File: config.mk
export PLATFORM = sky130hd
export DESIGN_NAME = mpd_pad_cfg_seq_flat
export DESIGN_NICKNAME = d
export VERILOG_FILES = /design/src/rtl/mpd_pkg.sv /design/src/rtl/mpd_pad_cfg_seq_if.sv /design/src/rtl/mpd_pulse_stretch.sv /design/src/rtl/mpd_pad_cfg_seq.sv /design/src/flat_wrapper.sv
export SDC_FILE = /design/constraint.sdc
export NUM_CORES = 1
export LEC_CHECK = 0
export CAP_MARGIN = 20
export CORE_AREA = 4 4 451 453
export CTS_BUF_LIST = sky130_fd_sc_hd__clkbuf_16
export DETAILED_ROUTE_END_ITERATION = 6
export DIE_AREA = 0 0 455 457
export GPL_TIMING_DRIVEN = 1
export PLACE_DENSITY = 0.38
export SYNTH_ARGS = -nofsm -noshare
export SYNTH_HDL_FRONTEND = slang
export SYNTH_SLANG_ARGS = --single-unit
File: constraint.sdc
create_clock -name CLK -period 20.3 [get_ports CLK]
set_input_delay 4.06 -clock CLK [delete_from_list [all_inputs] [get_ports CLK]]
set_output_delay 4.06 -clock CLK [all_outputs]
set_load 0.01 [all_outputs]
File: src/rtl/mpd_pkg.sv
// Shared types and constants for the openframe pad-configuration sequencer.
// Default vectors are 13 bits: fabric-enable flag on top of a 12-bit pad config.
package mpd_pkg;

    typedef enum logic [1:0] {
        IDLE   = 2'd0,
        ARM    = 2'd1,
        SWITCH = 2'd2,
        DONE   = 2'd3
    } state_t;

    localparam int DEF_W   = 13;
    localparam int FAB_EN  = 12;
    localparam int OUT_VAL = 11;
    localparam int DM_MSB  = 2;
    localparam int DM_LSB  = 0;

    localparam logic [DEF_W-1:0] VEC_OUT = 13'h02c6;
    localparam logic [DEF_W-1:0] VEC_IN  = 13'h04c1;
    localparam logic [DEF_W-1:0] BIDIR   = 13'h0006;

    function automatic int n_groups(input int n_pads, input int group_size);
        return (n_pads + group_size - 1) / group_size;
    endfunction

endpackage

File: src/rtl/mpd_pad_cfg_seq_if.sv
// Fabric-side bundle of the pad-configuration sequencer: magic word and config in,
// effective pad config, status and LEDs out.
interface mpd_pad_cfg_seq_if #(
    parameter int N_PADS  = 44,
    parameter int CFG_W   = 12,
    parameter int MAGIC_W = 48
);
    logic [MAGIC_W-1:0]      magic_word;
    logic                    done_override;
    logic [N_PADS*CFG_W-1:0] fabric_config;
    logic                    rx_activity;
    logic [N_PADS*CFG_W-1:0] pad_cfg;
    logic [N_PADS-1:0]       pad_fab;
    logic                    done;
    logic                    busy;
    logic                    heart_led;
    logic                    rx_led;

    modport master (
        output magic_word, done_override, fabric_config, rx_activity,
        input  pad_cfg, pad_fab, done, busy, heart_led, rx_led
    );

    modport slave (
        input  magic_word, done_override, fabric_config, rx_activity,
        output pad_cfg, pad_fab, done, busy, heart_led, rx_led
    );
endinterface

File: src/rtl/mpd_pulse_stretch.sv
// Stretches a trigger level or pulse so the LED stays lit for at least STRETCH cycles;
// a retrigger restarts the full on-time.
module mpd_pulse_stretch #(
    parameter int STRETCH = 2**16
) (
    input  logic CLK,
    input  logic por,
    input  logic trig,
    output logic led
);
    localparam int W = $clog2(STRETCH + 1);

    logic [W-1:0] cnt;

    // NOTE: sequential state uses non-blocking assignments so every register samples pre-edge values.
    always_ff @(posedge CLK or posedge por) begin
        if (por) begin
            cnt <= '0;
            led <= 1'b0;
        end else if (trig) begin
            cnt <= W'(STRETCH - 1);
            led <= 1'b1;
        end else if (cnt != '0) begin
            cnt <= cnt - 1'b1;
        end else begin
            led <= 1'b0;
        end
    end
endmodule

File: src/rtl/mpd_pad_cfg_seq.sv
// Pad-configuration sequencer: holds pads at defaults until a stable magic word,
// then hands fabric-configurable pads to fabric config one group per cycle.
module mpd_pad_cfg_seq
    import mpd_pkg::*;
#(
    parameter int                          N_PADS        = 44,
    parameter int                          CFG_W         = 12,
    parameter int                          GROUP_SIZE    = 4,
    parameter int                          MAGIC_W       = 48,
    parameter logic [MAGIC_W-1:0]          MAGIC         = 48'hFEEDBADCA77E,
    parameter int                          STABLE_CYCLES = 16,
    parameter int                          HB_DIV        = 2**22,
    parameter int                          STRETCH       = 2**16,
    parameter logic [N_PADS*DEF_W-1:0]     DEFAULTS      = {N_PADS{VEC_IN}}
) (
    input  logic           CLK,
    input  logic           por,
    mpd_pad_cfg_seq_if.slave bus
);
    localparam int N_GROUPS = n_groups(N_PADS, GROUP_SIZE);
    localparam int SC_W     = $clog2(STABLE_CYCLES + 1);
    localparam int GRP_W    = $clog2(N_GROUPS + 1);
    localparam int HB_W     = $clog2(HB_DIV + 1);

    function automatic logic [N_PADS*CFG_W-1:0] default_cfg();
        logic [N_PADS*CFG_W-1:0] r;
        for (int i = 0; i < N_PADS; i++) r[i*CFG_W +: CFG_W] = DEFAULTS[i*DEF_W +: CFG_W];
        return r;
    endfunction

    localparam logic [N_PADS*CFG_W-1:0] DEF_CFG = default_cfg();

    state_t                  state_q, state_d;
    logic [SC_W-1:0]         stable_q, stable_d;
    logic [GRP_W-1:0]        grp_q, grp_d;
    logic [N_PADS-1:0]       fab_q, fab_d;
    logic [N_PADS*CFG_W-1:0] cfg_q, cfg_d;
    logic                    done_q, busy_q;
    logic [HB_W-1:0]         hb_cnt;
    logic                    heart_q;
    logic                    match, ovr;

    assign match = (bus.magic_word == MAGIC);
    assign ovr   = bus.done_override;

    // NOTE: every always_comb output gets a default first, so no path can infer a latch.
    always_comb begin
        state_d  = state_q;
        stable_d = stable_q;
        grp_d    = grp_q;
        fab_d    = fab_q;
        unique case (state_q)
            IDLE: begin
                if (ovr) begin
                    state_d = SWITCH;
                    grp_d   = '0;
                end else if (match) begin
                    stable_d = SC_W'(1);
                    grp_d    = '0;
                    state_d  = (STABLE_CYCLES == 1) ? SWITCH : ARM;
                end
            end
            ARM: begin
                if (match && stable_q == SC_W'(STABLE_CYCLES - 1)) begin
                    state_d  = SWITCH;
                    stable_d = '0;
                    grp_d    = '0;
                end else if (match) begin
                    stable_d = stable_q + 1'b1;
                end else if (ovr) begin
                    state_d  = SWITCH;
                    stable_d = '0;
                    grp_d    = '0;
                end else begin
                    state_d  = IDLE;
                    stable_d = '0;
                end
            end
            SWITCH: begin
                if (!match && !ovr) begin
                    state_d = IDLE;
                    fab_d   = '0;
                    grp_d   = '0;
                end else begin
                    // Only pads flagged fabric-configurable in DEFAULTS are ever handed over.
                    for (int i = 0; i < N_PADS; i++)
                        if ((i / GROUP_SIZE) == int'(grp_q) && DEFAULTS[i*DEF_W + FAB_EN])
                            fab_d[i] = 1'b1;
                    if (grp_q == GRP_W'(N_GROUPS - 1)) begin
                        state_d = DONE;
                        grp_d   = '0;
                    end else begin
                        grp_d = grp_q + 1'b1;
                    end
                end
            end
            DONE: begin
                if (!match && !ovr) begin
                    state_d = IDLE;
                    fab_d   = '0;
                end
            end
            default: state_d = IDLE;
        endcase

        for (int i = 0; i < N_PADS; i++)
            cfg_d[i*CFG_W +: CFG_W] = fab_d[i] ? bus.fabric_config[i*CFG_W +: CFG_W]
                                               : DEF_CFG[i*CFG_W +: CFG_W];
    end

    always_ff @(posedge CLK or posedge por) begin
        if (por) begin
            state_q  <= IDLE;
            stable_q <= '0;
            grp_q    <= '0;
            fab_q    <= '0;
            cfg_q    <= DEF_CFG;
            done_q   <= 1'b0;
            busy_q   <= 1'b0;
        end else begin
            state_q  <= state_d;
            stable_q <= stable_d;
            grp_q    <= grp_d;
            fab_q    <= fab_d;
            cfg_q    <= cfg_d;
            done_q   <= (state_d == DONE);
            busy_q   <= (state_d == ARM) || (state_d == SWITCH);
        end
    end

    always_ff @(posedge CLK or posedge por) begin
        if (por) begin
            hb_cnt  <= '0;
            heart_q <= 1'b0;
        end else if (hb_cnt == HB_W'(HB_DIV - 1)) begin
            hb_cnt  <= '0;
            heart_q <= ~heart_q;
        end else begin
            hb_cnt <= hb_cnt + 1'b1;
        end
    end

    mpd_pulse_stretch #(.STRETCH(STRETCH)) u_rx_stretch (
        .CLK  (CLK),
        .por  (por),
        .trig (bus.rx_activity),
        .led  (bus.rx_led)
    );

    assign bus.pad_cfg   = cfg_q;
    assign bus.pad_fab   = fab_q;
    assign bus.done      = done_q;
    assign bus.busy      = busy_q;
    assign bus.heart_led = heart_q;
endmodule

File: src/flat_wrapper.sv
// flat-port wrapper written by rule: the top's interface ports become plain ports
module mpd_pad_cfg_seq_flat import mpd_pkg::*;
#(
    parameter int                          N_PADS        = 44,
    parameter int                          CFG_W         = 12,
    parameter int                          GROUP_SIZE    = 4,
    parameter int                          MAGIC_W       = 48,
    parameter logic [MAGIC_W-1:0]          MAGIC         = 48'hFEEDBADCA77E,
    parameter int                          STABLE_CYCLES = 16,
    parameter int                          HB_DIV        = 2**22,
    parameter int                          STRETCH       = 2**16,
    parameter logic [N_PADS*DEF_W-1:0]     DEFAULTS      = {N_PADS{VEC_IN}}
)
  (CLK, por, bus_magic_word, bus_done_override, bus_fabric_config, bus_rx_activity, bus_pad_cfg, bus_pad_fab, bus_done, bus_busy, bus_heart_led, bus_rx_led);
  mpd_pad_cfg_seq_if #(.N_PADS(N_PADS), .CFG_W(CFG_W), .MAGIC_W(MAGIC_W)) bus_i ();
  input  logic CLK;
  input  logic por;
  input wire logic [$bits(bus_i.magic_word)-1:0] bus_magic_word;
  input wire logic [$bits(bus_i.done_override)-1:0] bus_done_override;
  input wire logic [$bits(bus_i.fabric_config)-1:0] bus_fabric_config;
  input wire logic [$bits(bus_i.rx_activity)-1:0] bus_rx_activity;
  output wire logic [$bits(bus_i.pad_cfg)-1:0] bus_pad_cfg;
  output wire logic [$bits(bus_i.pad_fab)-1:0] bus_pad_fab;
  output wire logic [$bits(bus_i.done)-1:0] bus_done;
  output wire logic [$bits(bus_i.busy)-1:0] bus_busy;
  output wire logic [$bits(bus_i.heart_led)-1:0] bus_heart_led;
  output wire logic [$bits(bus_i.rx_led)-1:0] bus_rx_led;
  assign bus_i.magic_word = bus_magic_word;
  assign bus_i.done_override = bus_done_override;
  assign bus_i.fabric_config = bus_fabric_config;
  assign bus_i.rx_activity = bus_rx_activity;
  assign bus_pad_cfg = bus_i.pad_cfg;
  assign bus_pad_fab = bus_i.pad_fab;
  assign bus_done = bus_i.done;
  assign bus_busy = bus_i.busy;
  assign bus_heart_led = bus_i.heart_led;
  assign bus_rx_led = bus_i.rx_led;
  mpd_pad_cfg_seq #(.N_PADS(N_PADS), .CFG_W(CFG_W), .GROUP_SIZE(GROUP_SIZE), .MAGIC_W(MAGIC_W), .MAGIC(MAGIC), .STABLE_CYCLES(STABLE_CYCLES), .HB_DIV(HB_DIV), .STRETCH(STRETCH), .DEFAULTS(DEFAULTS)) u_core (.CLK(CLK), .por(por), .bus(bus_i));
endmodule
==> results of run 1 <==
[cells in the mapped netlist (all sizes together), types with 6 or more instances]
library cell | n | share of area [%]
or2 | 178 | 5.2
nor3 | 13 | 0.35
xor2 | 11 | 0.45
nand2b | 12 | 0.35
dfstp | 176 | 22
nor4 | 8 | 0.31
nand4b | 9 | 0.37
dfrtp | 451 | 53
xnor2 | 24 | 0.99
nor2 | 19 | 0.33
a21oi | 6 | 0.14
inv | 60 | 1.1
o21ai | 6 | 0.14
nand2 | 59 | 1.0
buf | 46 | 1.5
nand4 | 9 | 0.26
ha | 7 | 0.41
nand3 | 12 | 0.28
and3 | 355 | 10
[registers in the layout (all words and copies together) (netlist names)]
name / cells
u_core.bus.busy: 1
u_core.bus.done: 1
u_core.bus.heart_led: 1
u_core.bus.pad_cfg: 528
u_core.bus.pad_fab: 44
u_core.grp_q: 4
u_core.hb_cnt: 23
u_core.stable_q: 5
u_core.state_q: 2
u_core.u_rx_stretch.cnt: 17
u_core.u_rx_stretch.led: 1
[final timing paths]
path	from	end	slack, ns	cells past startpoint
max in group asynchronous	por	u_core.bus.pad_cfg[332]	12.96	6
min in group asynchronous	por	u_core.bus.pad_cfg[471]	3.78	2
min reg2reg	u_core.bus.heart_led	u_core.bus.heart_led	0.47	1
max	bus_magic_word[16]	u_core.bus.pad_cfg[360]	12.33	9
min	u_core.bus.heart_led	u_core.bus.heart_led	0.47	1
max reg2reg	u_core.state_q[1]	u_core.bus.pad_cfg[360]	16.52	7
[per-layer routing]
layer  routed length (um)  track usage (%)  vias up
met5                  103            0.676        -
met4                 6010             5.43       18
met3                19600             8.26      258
met2                72300             23.2      951
met1                62600             17.0     8772
li1                     -                -     7516
[critical path, stage by stage]
cell             delay [ns]
clkdlybuf4s50_1        0.49
or4b_4                 0.56
nor4_4                 0.32
a311o_2                0.54
buf_4                  0.54
buf_4                  0.66
buf_4                  0.71
nand2_1                0.24
or2_1                  0.27
[final cells by class]
type	count	share of cell area [%]
Antenna cell	31	0.200
Sequential cell	627	40.9
Clock buffer	85	5.47
Multi-Input combinational cell	770	12.5
Timing Repair Buffer	1177	30.2
Clock inverter	74	1.54
Inverter	60	0.589
Tap cell	2656	8.55
[logic make-up after synthesis]
kind of cell    after synthesis  share of synthesized area (%)
simple gates                690                           19.5
xor+xnor                     35                           1.44
compound gates               35                           1.22
fa+ha+maj                     7                          0.411
buf+inv                     110                           2.58
mux                           3                          0.147
flops                       627                           74.7
[power groups by stage]
stage / Clock (W) / Sequential (W) / Combinational (W)
after CTS: 0.00155 / 0.00126 / 0.000182
after detailed placement: 0 / 0.00128 / 0.000181
after global placement: 0 / 0.00128 / 0.000182
after floorplan: 0 / 0.00128 / 0.0000369
after global routing: 0.00160 / 0.00126 / 0.000193
final: 0.00148 / 0.00126 / 0.000180
[per-stage QoR]
step	area (sq um)	util, %
after floorplan	21300	-
after detailed placement	36000	18.1
final	38900	19.5
after CTS	38800	19.5
after global routing	38800	19.5
after global placement	36000	18.1
==> flow_summary.yaml, run 1 <==
run_status:
  outcome: "completed"
global_routing:
  grtUsageTotal_pct: 14.9
  antenna_found_initial: 116
  grt-ovfl-total: 0
  first_global_vias: 18800
  grt_max_degree: 174
  grt_pass1_wl_um: 202000
setup_path:
  cp-start-kind: "primary input"
  crit_type: "in2reg"
  cp_max_fo: 74
  cp_data_arrival_time_ns: 8.59
  end_kind: "flip-flop"
  crit_required_ns: 20.92
logic_synthesis:
  synth-seq-area-share_pct: 74.7
  synth_seq_cells: 627
  synth_flop_cell: "dfrtp_1"
  syn_area_sq_um: 21300
  synth_edf_count: 0
  yosys_warnings: 0
  synth_cell_type_count: 52
  async_flop_share_pct: 100
  syn_nets: 2094
  syn_inst: 1507
  synth.avg_cell_area_sq_um: 14.1
clock_network:
  numCtsBuffers: 85
  clk_pin_slew_ns: 0.05
  hold_buffers: 0
  cts_sinks: 627
  cts_tree: "done"
  cts_root_buffer: "clkbuf_16"
  htreeDepth: 3
  post_cts_buffers: 0
  insertion_delay_ns: 0.73
  clockBufferDepth: 3
  cts_resized: 0
timing:
  clock.fmax_ghz: 0.125
  tightest_slew_ns: 1.05
  slew_violations: 0
  post-route-min-period_ns: 7.97
  fin_hold_ws_ns: 0.471
  finalSetupTns_ns: 0
  finalHoldViolations: 0
  period_share_pct: 39.3
  rsz0062_at_grt: "no"
  fin_skew_ns: 0.0538
  timing.final.ws_setup_ns: 12.33
  finalSetupViolCount: 0
  slew_headroom_pct: 29.8
final_layout:
  nets: 3308
  stdcell_count: 5480
  final.fill_count: 21700
  multiInputGateArea_sq_um: 4850
  layout_commonest_cell: "clkdlybuf4s50_1"
  ff_latch_area_sq_um: 15900
  syn2layout_area_growth_pct: 82.4
  drive_above_1_share_pct: 11.9
  final_cell_mix: "1155 x clkdlybuf4s50_1, 451 x dfrtp_1, 355 x and3_1"
job:
  cap_violations: 0
floorplanning:
  ioPinCount: 1156
  die_area_sq_um: 208000
  die_x_um: 455
  start_util_pct: 10.7
  die_h_um: 457
  core_sq_um: 199000
  std_cell_rows: 164
power_and_ir_drop:
  total_power_w: 0.00292
  combPwrFrac_pct: 6.2
  power.share.clock_pct: 50.8
  p_seq_share_pct: 43.0
  power_density_nw_per_um2: 75.1
  power_leakage_nw: 17.2
  p_sw_w: 0.000728
  ir_drop_uv: 59.6
  power.internal_w: 0.00219
  swShare_pct: 24.9
route:
  viasPerCell: 3.20
  ant_nets: 0
  drc: 0
  first_iter_violations: 967
  wire_per_inst_um: 29.3
  wirelength_um: 161000
  vias: 17500
  drt-pass1-iter-count: 4
worst_hold_path:
  hp-class: "reg2reg"
placement:
  placed_cells: 5289
  hpwl_um: 135000
  dp_slack_ns: 11.72
  port_buffers: 1155
  routabilityCongestion: 0.902
No activity file was read; power rests on OpenSTA's default activity.
==> run 2: changes to the inputs <==
==> constraint.sdc (replaced) <==
create_clock -name CLK -period 7 [get_ports CLK]
set_input_delay 1.4 -clock CLK [delete_from_list [all_inputs] [get_ports CLK]]
set_output_delay 1.4 -clock CLK [all_outputs]
set_load 0.01 [all_outputs]
==> run 2 against run 1 <==
  * Wire length increased by 1.2%
  * Cell count increased by 0.33%
  * Design area increased by 0.33%
  * Total power increased to 2.9 times the previous value
  * Flip-flop and latch count unchanged
  * Clock power increased to 2.9 times the previous value
  * Setup slack got worse by 9.3 ns
  * Non-clock buffer count increased by 10
  * Sequential share of layout area decreased by 0.14 points
  * Clock-buffer cell count increased by 1
  * Critical path depth decreased by 1
  * Via count increased by 0.55%
  * Largest cell class unchanged
==> flow_summary.yaml, run 2 (synthesis gave the netlist of run 1 again) <==
timing:
  tightest_slew_ns: 0.937
  post-route-min-period_ns: 4.01
  timing.final.ws_setup_ns: 2.99
  finalSetupViolCount: 0
  finalSetupTns_ns: 0
  clock.fmax_ghz: 0.249
  slew_violations: 0
  fin_skew_ns: 0.0299
  finalHoldViolations: 0
  slew_headroom_pct: 37.5
  rsz0062_at_grt: "no"
  period_share_pct: 57.3
clock_network:
  clockBufferDepth: 3
  cts_root_buffer: "clkbuf_16"
  htreeDepth: 3
  hold_buffers: 0
  insertion_delay_ns: 0.70
  cts_sinks: 627
  cts_resized: 0
  clk_pin_slew_ns: 0.06
  numCtsBuffers: 84
  cts_tree: "done"
  post_cts_buffers: 0
worst_hold_path:
  hp-class: "reg2reg"
final_layout:
  nets: 3317
  fin_area_sq_um: 39000
  fin_util_pct: 19.6
  drive_above_1_share_pct: 12.2
  layout_commonest_cell: "clkdlybuf4s50_1"
  final_cell_mix: "1155 x clkdlybuf4s50_1, 451 x dfrtp_1, 355 x and3_1"
  syn2layout_area_growth_pct: 83.0
  stdcell_count: 5498
  final.fill_count: 21700
  largest_reg_flops: 528
placement:
  routabilityCongestion: 0.910
  hpwl_um: 136000
  placed_cells: 5300
  port_buffers: 1155
  dpl-instance-area_sq_um: 36200
  dp_slack_ns: 2.15
setup_path:
  crit_type: "in2reg"
  end_kind: "flip-flop"
  cp_data_arrival_time_ns: 4.63
  crit_required_ns: 7.62
  cp-start-kind: "primary input"
  cp_max_fo: 28
route:
  wirelength_um: 163000
  ant_nets: 0
  drt-pass1-iter-count: 5
  first_iter_violations: 1148
  viasPerCell: 3.20
  wire_per_inst_um: 29.6
  drc: 0
  vias: 17600
global_routing:
  grt_max_degree: 119
  first_global_vias: 18900
  grt_pass1_wl_um: 204000
  antenna_found_initial: 111
  grtUsageTotal_pct: 15.1
  grt-ovfl-total: 0
power_and_ir_drop:
  p_sw_w: 0.00205
  power.internal_w: 0.00643
  combPwrFrac_pct: 6.3
  power.share.clock_pct: 50.7
  ir_drop_uv: 151
  power_leakage_nw: 17.2
  swShare_pct: 24.1
  p_seq_share_pct: 43.0
  power_density_nw_per_um2: 217
floorplanning:
  die_area_sq_um: 208000
  core_sq_um: 199000
  die_x_um: 455
  start_util_pct: 10.7
  die_h_um: 457
  ioPinCount: 1156
  std_cell_rows: 164
run_status:
  outcome: "completed"
job:
  cap_violations: 0
-- run 2: cell types whose count changed in the layout (fill, tap and decap cells not counted), moves of 3 or more --
cell / before / now
buf_4: 20 / 25
buf_12: 1 / 7
clkinv_16: 3 / 0
inv_16: 3 / 0
clkinv_1: 20 / 16
clkinv_8: 0 / 3
diode_2: 31 / 42
-- run 2: metal layers --
metal  track usage (%)  vias to the layer above  part of all wire, %
met5                 0                        -                 0.10
met4              6.31                       26                  3.8
met3              8.59                      273                   13
met2              23.3                      957                   45
met1              17.1                     8792                   38
li1                  -                     7564                    -
-- run 2: stage by stage --
step	total power [W]	hold WS, ns
finish	0.00848	0.470
global route	0.00887	0.476
CTS	0.00872	0.474
detailed placement	0.00425	0.463
global placement	0.00425	0.461
floorplan	0.00381	0.439
-- run 2: worst max-delay path, cell delays in order --
cell             delay [ns]
clkdlybuf4s50_1        0.47
or4b_4                 0.55
nor4_4                 0.30
a311o_2                0.84
buf_12                 0.28
buf_4                  0.30
nand2_1                0.15
or2_1                  0.25
-- run 2: power groups by stage --
| stage | combinational [W] | sequential, W | clock [W] |
|---|---|---|---|
| after floorplan | 0.000107 | 0.00370 | 0 |
| after detailed placement | 0.000543 | 0.00370 | 0 |
| after global placement | 0.000546 | 0.00370 | 0 |
| final | 0.000534 | 0.00364 | 0.00430 |
| after CTS | 0.000546 | 0.00364 | 0.00453 |
| after global routing | 0.000574 | 0.00364 | 0.00466 |
-- run 2: area by class of cell --
| class | instances | area [sq um] | area share, % |
|---|---|---|---|
| Antenna cell | 42 | 105 | 0.269 |
| Clock buffer | 86 | 2150 | 5.52 |
| Clock inverter | 70 | 546 | 1.40 |
| Inverter | 60 | 229 | 0.587 |
| Multi-Input combinational cell | 770 | 4850 | 12.4 |
| Sequential cell | 627 | 15900 | 40.8 |
| Tap cell | 2656 | 3320 | 8.52 |
| Timing Repair Buffer | 1187 | 11900 | 30.5 |
-- run 2: final timing paths --
kind | start | cells past startpoint | slack, ns | end
min in group asynchronous | por | 2 | 1.18 | u_core.bus.pad_cfg[4]
min reg2reg | u_core.bus.heart_led | 1 | 0.47 | u_core.bus.heart_led
max in group asynchronous | por | 4 | 4.30 | u_core.bus.pad_cfg[244]
min | u_core.bus.heart_led | 1 | 0.47 | u_core.bus.heart_led
max | bus_magic_word[16] | 8 | 2.99 | u_core.bus.pad_cfg[366]
max reg2reg | u_core.hb_cnt[0] | 6 | 4.24 | u_core.bus.heart_led
==> run 3: changes to the inputs <==
--- a/config.mk
+++ b/config.mk
@@ -11,7 +11,7 @@
 export DETAILED_ROUTE_END_ITERATION = 6
 export DIE_AREA = 0 0 455 457
 export GPL_TIMING_DRIVEN = 1
-export PLACE_DENSITY = 0.38
+export PLACE_DENSITY = 0.37
 export SYNTH_ARGS = -nofsm -noshare
 export SYNTH_HDL_FRONTEND = slang
 export SYNTH_SLANG_ARGS = --single-unit
==> constraint.sdc (replaced) <==
create_clock -name CLK -period 4 [get_ports CLK]
set_input_delay 0.8 -clock CLK [delete_from_list [all_inputs] [get_ports CLK]]
set_output_delay 0.8 -clock CLK [all_outputs]
set_load 0.01 [all_outputs]
==> run 3 against run 2 <==
  * Global-route usage shrank 0.83 points
  * First-iteration DRC count is 19% lower
  * Clock power grew 83%
  * Non-clock buffer count rose by 15
  * Cell count barely moved
  * Wire length decreased by 5.6%
  * Clock skew shrank 0.0040 ns
  * Sequential share of layout area decreased by 0.30 points
  * Sequential power up 75%
  * Register-to-register slack got worse by 2.9 ns
  * Critical path type is now reg2out
  * Critical endpoint is now bus_pad_fab[17]
  * Largest power group unchanged
==> flow_summary.yaml, run 3 (synthesis gave the netlist of run 1 again) <==
run_status:
  outcome: "completed"
route:
  wire_per_inst_um: 27.9
  viasPerCell: 3.18
  drc: 0
  first_iter_violations: 928
  wirelength_um: 153000
  ant_nets: 0
  vias: 17500
  drt-pass1-iter-count: 4
timing:
  rsz0062_at_grt: "no"
  finalSetupTns_ns: 0
  period_share_pct: 80.1
  finalSetupViolCount: 0
  fin_skew_ns: 0.0259
  post-route-min-period_ns: 3.20
  slew_violations: 0
  clock.fmax_ghz: 0.312
  timing.final.ws_setup_ns: 0.795
  finalHoldViolations: 0
  slew_headroom_pct: 51.4
  tightest_slew_ns: 0.729
clock_network:
  cts_tree: "done"
  clockBufferDepth: 3
  clk_pin_slew_ns: 0.06
  cts_root_buffer: "clkbuf_16"
  post_cts_buffers: 0
  htreeDepth: 3
  cts_sinks: 627
  cts_resized: 0
  hold_buffers: 0
  numCtsBuffers: 85
  insertion_delay_ns: 0.70
floorplanning:
  die_h_um: 457
  core_sq_um: 199000
  die_area_sq_um: 208000
  std_cell_rows: 164
  start_util_pct: 10.7
  die_x_um: 455
  ioPinCount: 1156
placement:
  dp_slack_ns: 0.381
  routabilityCongestion: 0.860
  hpwl_um: 129000
  port_buffers: 1155
  placed_cells: 5315
final_layout:
  stdcell_count: 5497
  syn2layout_area_growth_pct: 84.4
  largest_reg_flops: 528
  drive_above_1_share_pct: 13.0
  final_cell_mix: "1155 x clkdlybuf4s50_1, 451 x dfrtp_1, 355 x and3_1"
  layout_commonest_cell: "clkdlybuf4s50_1"
  fin_util_pct: 19.7
  nets: 3333
power_and_ir_drop:
  total_power_w: 0.0152
  power_leakage_nw: 17.4
  ir_drop_uv: 290
  power_density_nw_per_um2: 388
setup_path:
  cp-start-kind: "flip-flop"
  crit_required_ns: 3.20
  cp_data_arrival_time_ns: 2.40
  slowest_stage: "clkdlybuf4s50_1"
  crit_path_max_incr_delay_ns: 0.96
  path_cells: "clkdlybuf4s50_1"
  critPathBufInv: 1
  crit_type: "reg2out"
  end_kind: "output pin"
  cp_max_fo: 10
  critPathTopFamily: "buffers and inverters"
global_routing:
  grt_pass1_wl_um: 196000
  grtUsageTotal_pct: 14.3
  antenna_found_initial: 76
  grt_max_degree: 81
  first_global_vias: 18800
  grt-ovfl-total: 0
job:
  cap_violations: 0
worst_hold_path:
  hp-class: "reg2reg"
[run 3: where the power goes]
group	total [W]	internal, W	switching [W]
Combinational	0.000981	0.000556	0.000425
Sequential	0.00637	0.00636	0.0000112
Clock	0.00789	0.00461	0.00327
Total	0.0152	0.0115	0.00371
[run 3: layer usage]
metal  vias to the layer above  track usage [%]  share of wire, %
li1                       7564                -                 -
met2                       871             22.5                46
met4                        32             4.64               3.0
met5                         -                0              0.13
met3                       185             7.56                12
met1                      8828             16.6                39
[run 3: worst paths after layout]
check / from / endpoint / slack (ns) / cells after the start
worst min-delay path: u_core.hb_cnt[6] / u_core.hb_cnt[6] / 0.47 / 1
worst max register to register: u_core.hb_cnt[0] / u_core.bus.heart_led / 1.32 / 6
max in group asynchronous: por / u_core.bus.pad_cfg[440] / 2.41 / 4
worst max-delay path: u_core.bus.pad_fab[17] / bus_pad_fab[17] / 0.80 / 1
worst min register to register: u_core.hb_cnt[6] / u_core.hb_cnt[6] / 0.47 / 1
min in group asynchronous: por / u_core.bus.pad_cfg[525] / 0.57 / 3
[run 3: stage by stage]
step	hold slack [ns]	area, sq um
2_1_floorplan	0.439	21300
3_3_place_gp	0.454	36400
3_5_place_dp	0.461	36400
4_1_cts	0.474	39200
5_1_grt	0.493	39300
6_report	0.468	39300
[run 3: final cells by class]
cell class,instances,area [sq um]
Fill cell,21700,160000
Sequential cell,627,15900
Timing Repair Buffer,1202,12100
Multi-Input combinational cell,770,4850
Tap cell,2656,3320
Clock buffer,86,2150
Clock inverter,73,703
Inverter,60,229
Antenna cell,23,57.6
==> variant, RTL diff (flow settings as in run 3) <==
`MAGIC_W` is set to 48 in 3 places; all go to 72.
--- a/src/rtl/mpd_pad_cfg_seq_if.sv
+++ b/src/rtl/mpd_pad_cfg_seq_if.sv
@@ -3,7 +3,7 @@
 interface mpd_pad_cfg_seq_if #(
     parameter int N_PADS  = 44,
     parameter int CFG_W   = 12,
-    parameter int MAGIC_W = 48
+    parameter int MAGIC_W = 72
 );
     logic [MAGIC_W-1:0]      magic_word;
     logic                    done_override;
--- a/src/rtl/mpd_pad_cfg_seq.sv
+++ b/src/rtl/mpd_pad_cfg_seq.sv
@@ -6,7 +6,7 @@
     parameter int                          N_PADS        = 44,
     parameter int                          CFG_W         = 12,
     parameter int                          GROUP_SIZE    = 4,
-    parameter int                          MAGIC_W       = 48,
+    parameter int                          MAGIC_W       = 72,
     parameter logic [MAGIC_W-1:0]          MAGIC         = 48'hFEEDBADCA77E,
     parameter int                          STABLE_CYCLES = 16,
     parameter int                          HB_DIV        = 2**22,
--- a/src/flat_wrapper.sv
+++ b/src/flat_wrapper.sv
@@ -4,7 +4,7 @@
     parameter int                          N_PADS        = 44,
     parameter int                          CFG_W         = 12,
     parameter int                          GROUP_SIZE    = 4,
-    parameter int                          MAGIC_W       = 48,
+    parameter int                          MAGIC_W       = 72,
     parameter logic [MAGIC_W-1:0]          MAGIC         = 48'hFEEDBADCA77E,
     parameter int                          STABLE_CYCLES = 16,
     parameter int                          HB_DIV        = 2**22,
Ports: changed (resized bus_magic_word); port bits go from 1156 to 1180. The function was not compared with the original's and may differ.
==> variant against run 3 <==
  * Register-to-register slack gained 370 ps
  * Combinational power up 0.8%
  * Total power down 4.9%
  * Sequential cell count unchanged
  * Die area unchanged
  * Synthesized cell count up 2.3%
  * Synthesized area increased by 0.77%
  * Largest cell class unchanged
  * Routed wire length is 6.2% lower
  * Worst setup slack gained 3.6 ps
  * Final area up 0.81%
  * First-iteration DRC count rose by 13%
  * Sequential power about the same
==> variant: results (changes against run 3) <==
| Metric | Value |
|---|---|
| Status | `completed` |
| Drt first-iter violations | `1051 (+13%)` |
| Final WL | `144 mm (-6.2%)` |
| Post-CTS Setup Bufs | `0 (unchanged)` |
| Peak supply drop | `0.245 mV (-15%)` |
| Seq/Total Area, Yosys | `74.1% (-0.57 points)` |
| Fillcell total | `21700 (-0.13%)` |
| Yosys warnings | `0 (unchanged)` |
| Total CTS buffers | `82 (-3.5%)` |
| Drt first pass iters | `5 (+1)` |
| Placed Instances | `5399 (+1.6%)` |
| Cell variety after synth | `53 (+1.9%)` |
| Nets | `3438 (+3.2%)` |
| HPWL Detailed | `119 mm (-7.3%)` |
| Hold_buf cts | `0 (unchanged)` |
| Initial antenna violation count | `42 (-45%)` |
| Syn nets | `2153 (+2.8%)` |
| Port Buffers | `1179 (+2.1%)` |
| Crit-path max FO | `75 (+65)` |
| Vias in the first global route | `19300 (+2.5%)` |
| Met2 Use GR | `20.9% (-1.6 points)` |
| Number of flip-flops under the largest register name | `528 (unchanged)` |
| Ratio of cells with drive above 1 in the final layout | `16.3% (+3.3 points)` |
| Final Skew | `43.6 ps (+17.7 ps)` |
| Cells after synthesis | `1542 (+2.3%)` |
| First-pass GRT wire length | `186 mm (-5.1%)` |
| Synth top cells by count | `dfrtp_1, and3_1, dfstp_2` |
| Gpl congestion | `0.857 (-0.35%)` |
| Routing usage on met1 | `15.5% (-1.0 points)` |
| Clock latency on the worst-skew pair | `690 ps` |
| Top cells by area, synth | `dfrtp_1, dfstp_2, and3_1, or2_2, or2_1` |
| Lkg Pwr | `0.0176 uW (+1.0%)` |
| Routed via count | `17900 (+2.3%)` |
| Reg clk slew, reported paths | `60 ps (about the same)` |
| Tightest Pin Transition | `906 ps (+177 ps)` |
| H-tree depth | `3 (unchanged)` |
| Root Buffer | `clkbuf_16` |
| Post-CTS Resized | `0 (unchanged)` |
| CP Data Arrival Time | `3800 ps (+1400 ps)` |
| Final setup violation count | `0 (unchanged)` |
| Deepest clock path buffer count | `3 (unchanged)` |
| WL/cell | `25.8 um (-7.5%)` |
| Min-Delay Path Class | `reg2reg` |
| All-layer global routing usage | `13.3% (-1.0 points)` |
| Post-synth ARST share | `100% (unchanged)` |
| Met3 Use GR | `6.72% (-0.83 points)` |
| Largest net degree at the start of global routing | `76 (-6.2%)` |
==> variant: changes by cell type in the layout (fill, tap and decap cells not counted), moves of 7 or more <==
cell / run 3 / this run
nor4_1: 7 / 16
buf_4: 35 / 57
nor2_1: 19 / 26
nand2_1: 59 / 67
inv_1: 70 / 79
clkinv_2: 14 / 6
bufinv_16: 10 / 3
or2_2: 2 / 109
or2_1: 176 / 67
clkdlybuf4s50_1: 1155 / 1179
==> variant: metrics by stage <==
| step | setup slack (ps) | instance area [um2] |
|---|---|---|
| finish | 799 | 39600 |
| global route | 732 | 39600 |
| CTS | 702 | 39600 |
| detailed placement | 36.5 | 37000 |
| global placement | 24.6 | 37000 |
| floorplan | -5220 | 21500 |
==> variant: cells by family after synthesis <==
logic type                 after synthesis  share of synthesized area [%]
AOI/OAI and AO/OA                       38                           1.27
xor gates and xnor gates                29                           1.18
adders and majority gates                7                          0.408
buffers and inverters                  100                           2.23
DFF                                    627                           74.1
muxes                                    1                         0.0524
and+or+nand+nor                        740                           20.8
==> variant: area by class of cell <==
class,instances,area [um2],share of cell area (%)
flip-flops and latches,627,15900,40.2
clock inverters,71,487,1.23
multi-input cells,815,5090,12.9
well taps,2656,3320,8.39
diodes,18,45.0,0.114
repair buffers,1248,12500,31.5
clock buffers,83,2080,5.24
inverters,53,203,0.512
==> variant: routing by layer <==
layer	part of all wire [%]	routed length, um
met2	45	65200
met5	0.033	48
met3	12	16800
met1	40	57100
met4	3.4	4820
==> variant: critical path: stages <==
cell and delay [ps]:
clkdlybuf4s50_1 500, nand4b_1 100, or4b_1 510, or4_4 590
o211ai_4 200, buf_12 190, buf_12 270, nand2_1 180
or2_2 310
==> variant: worst paths after layout <==
path	startpoint	to	slack (ps)	cells past startpoint
setup / recovery	bus_magic_word[46]	u_core.bus.pad_cfg[390]	800	9
hold / removal	u_core.hb_cnt[10]	u_core.hb_cnt[10]	470	1
setup reg to reg	u_core.u_rx_stretch.cnt[13]	u_core.u_rx_stretch.cnt[3]	1690	5
hold reg to reg	u_core.hb_cnt[10]	u_core.hb_cnt[10]	470	1
max in group asynchronous	por	u_core.bus.pad_cfg[298]	2340	4
min in group asynchronous	por	u_core.bus.pad_cfg[524]	500	2
==> variant: where the power goes <==
group          switching [uW]  internal [uW]
Clock                    3140           4000
Sequential               7.99           6360
Combinational             400            589
Total                    3540          10900
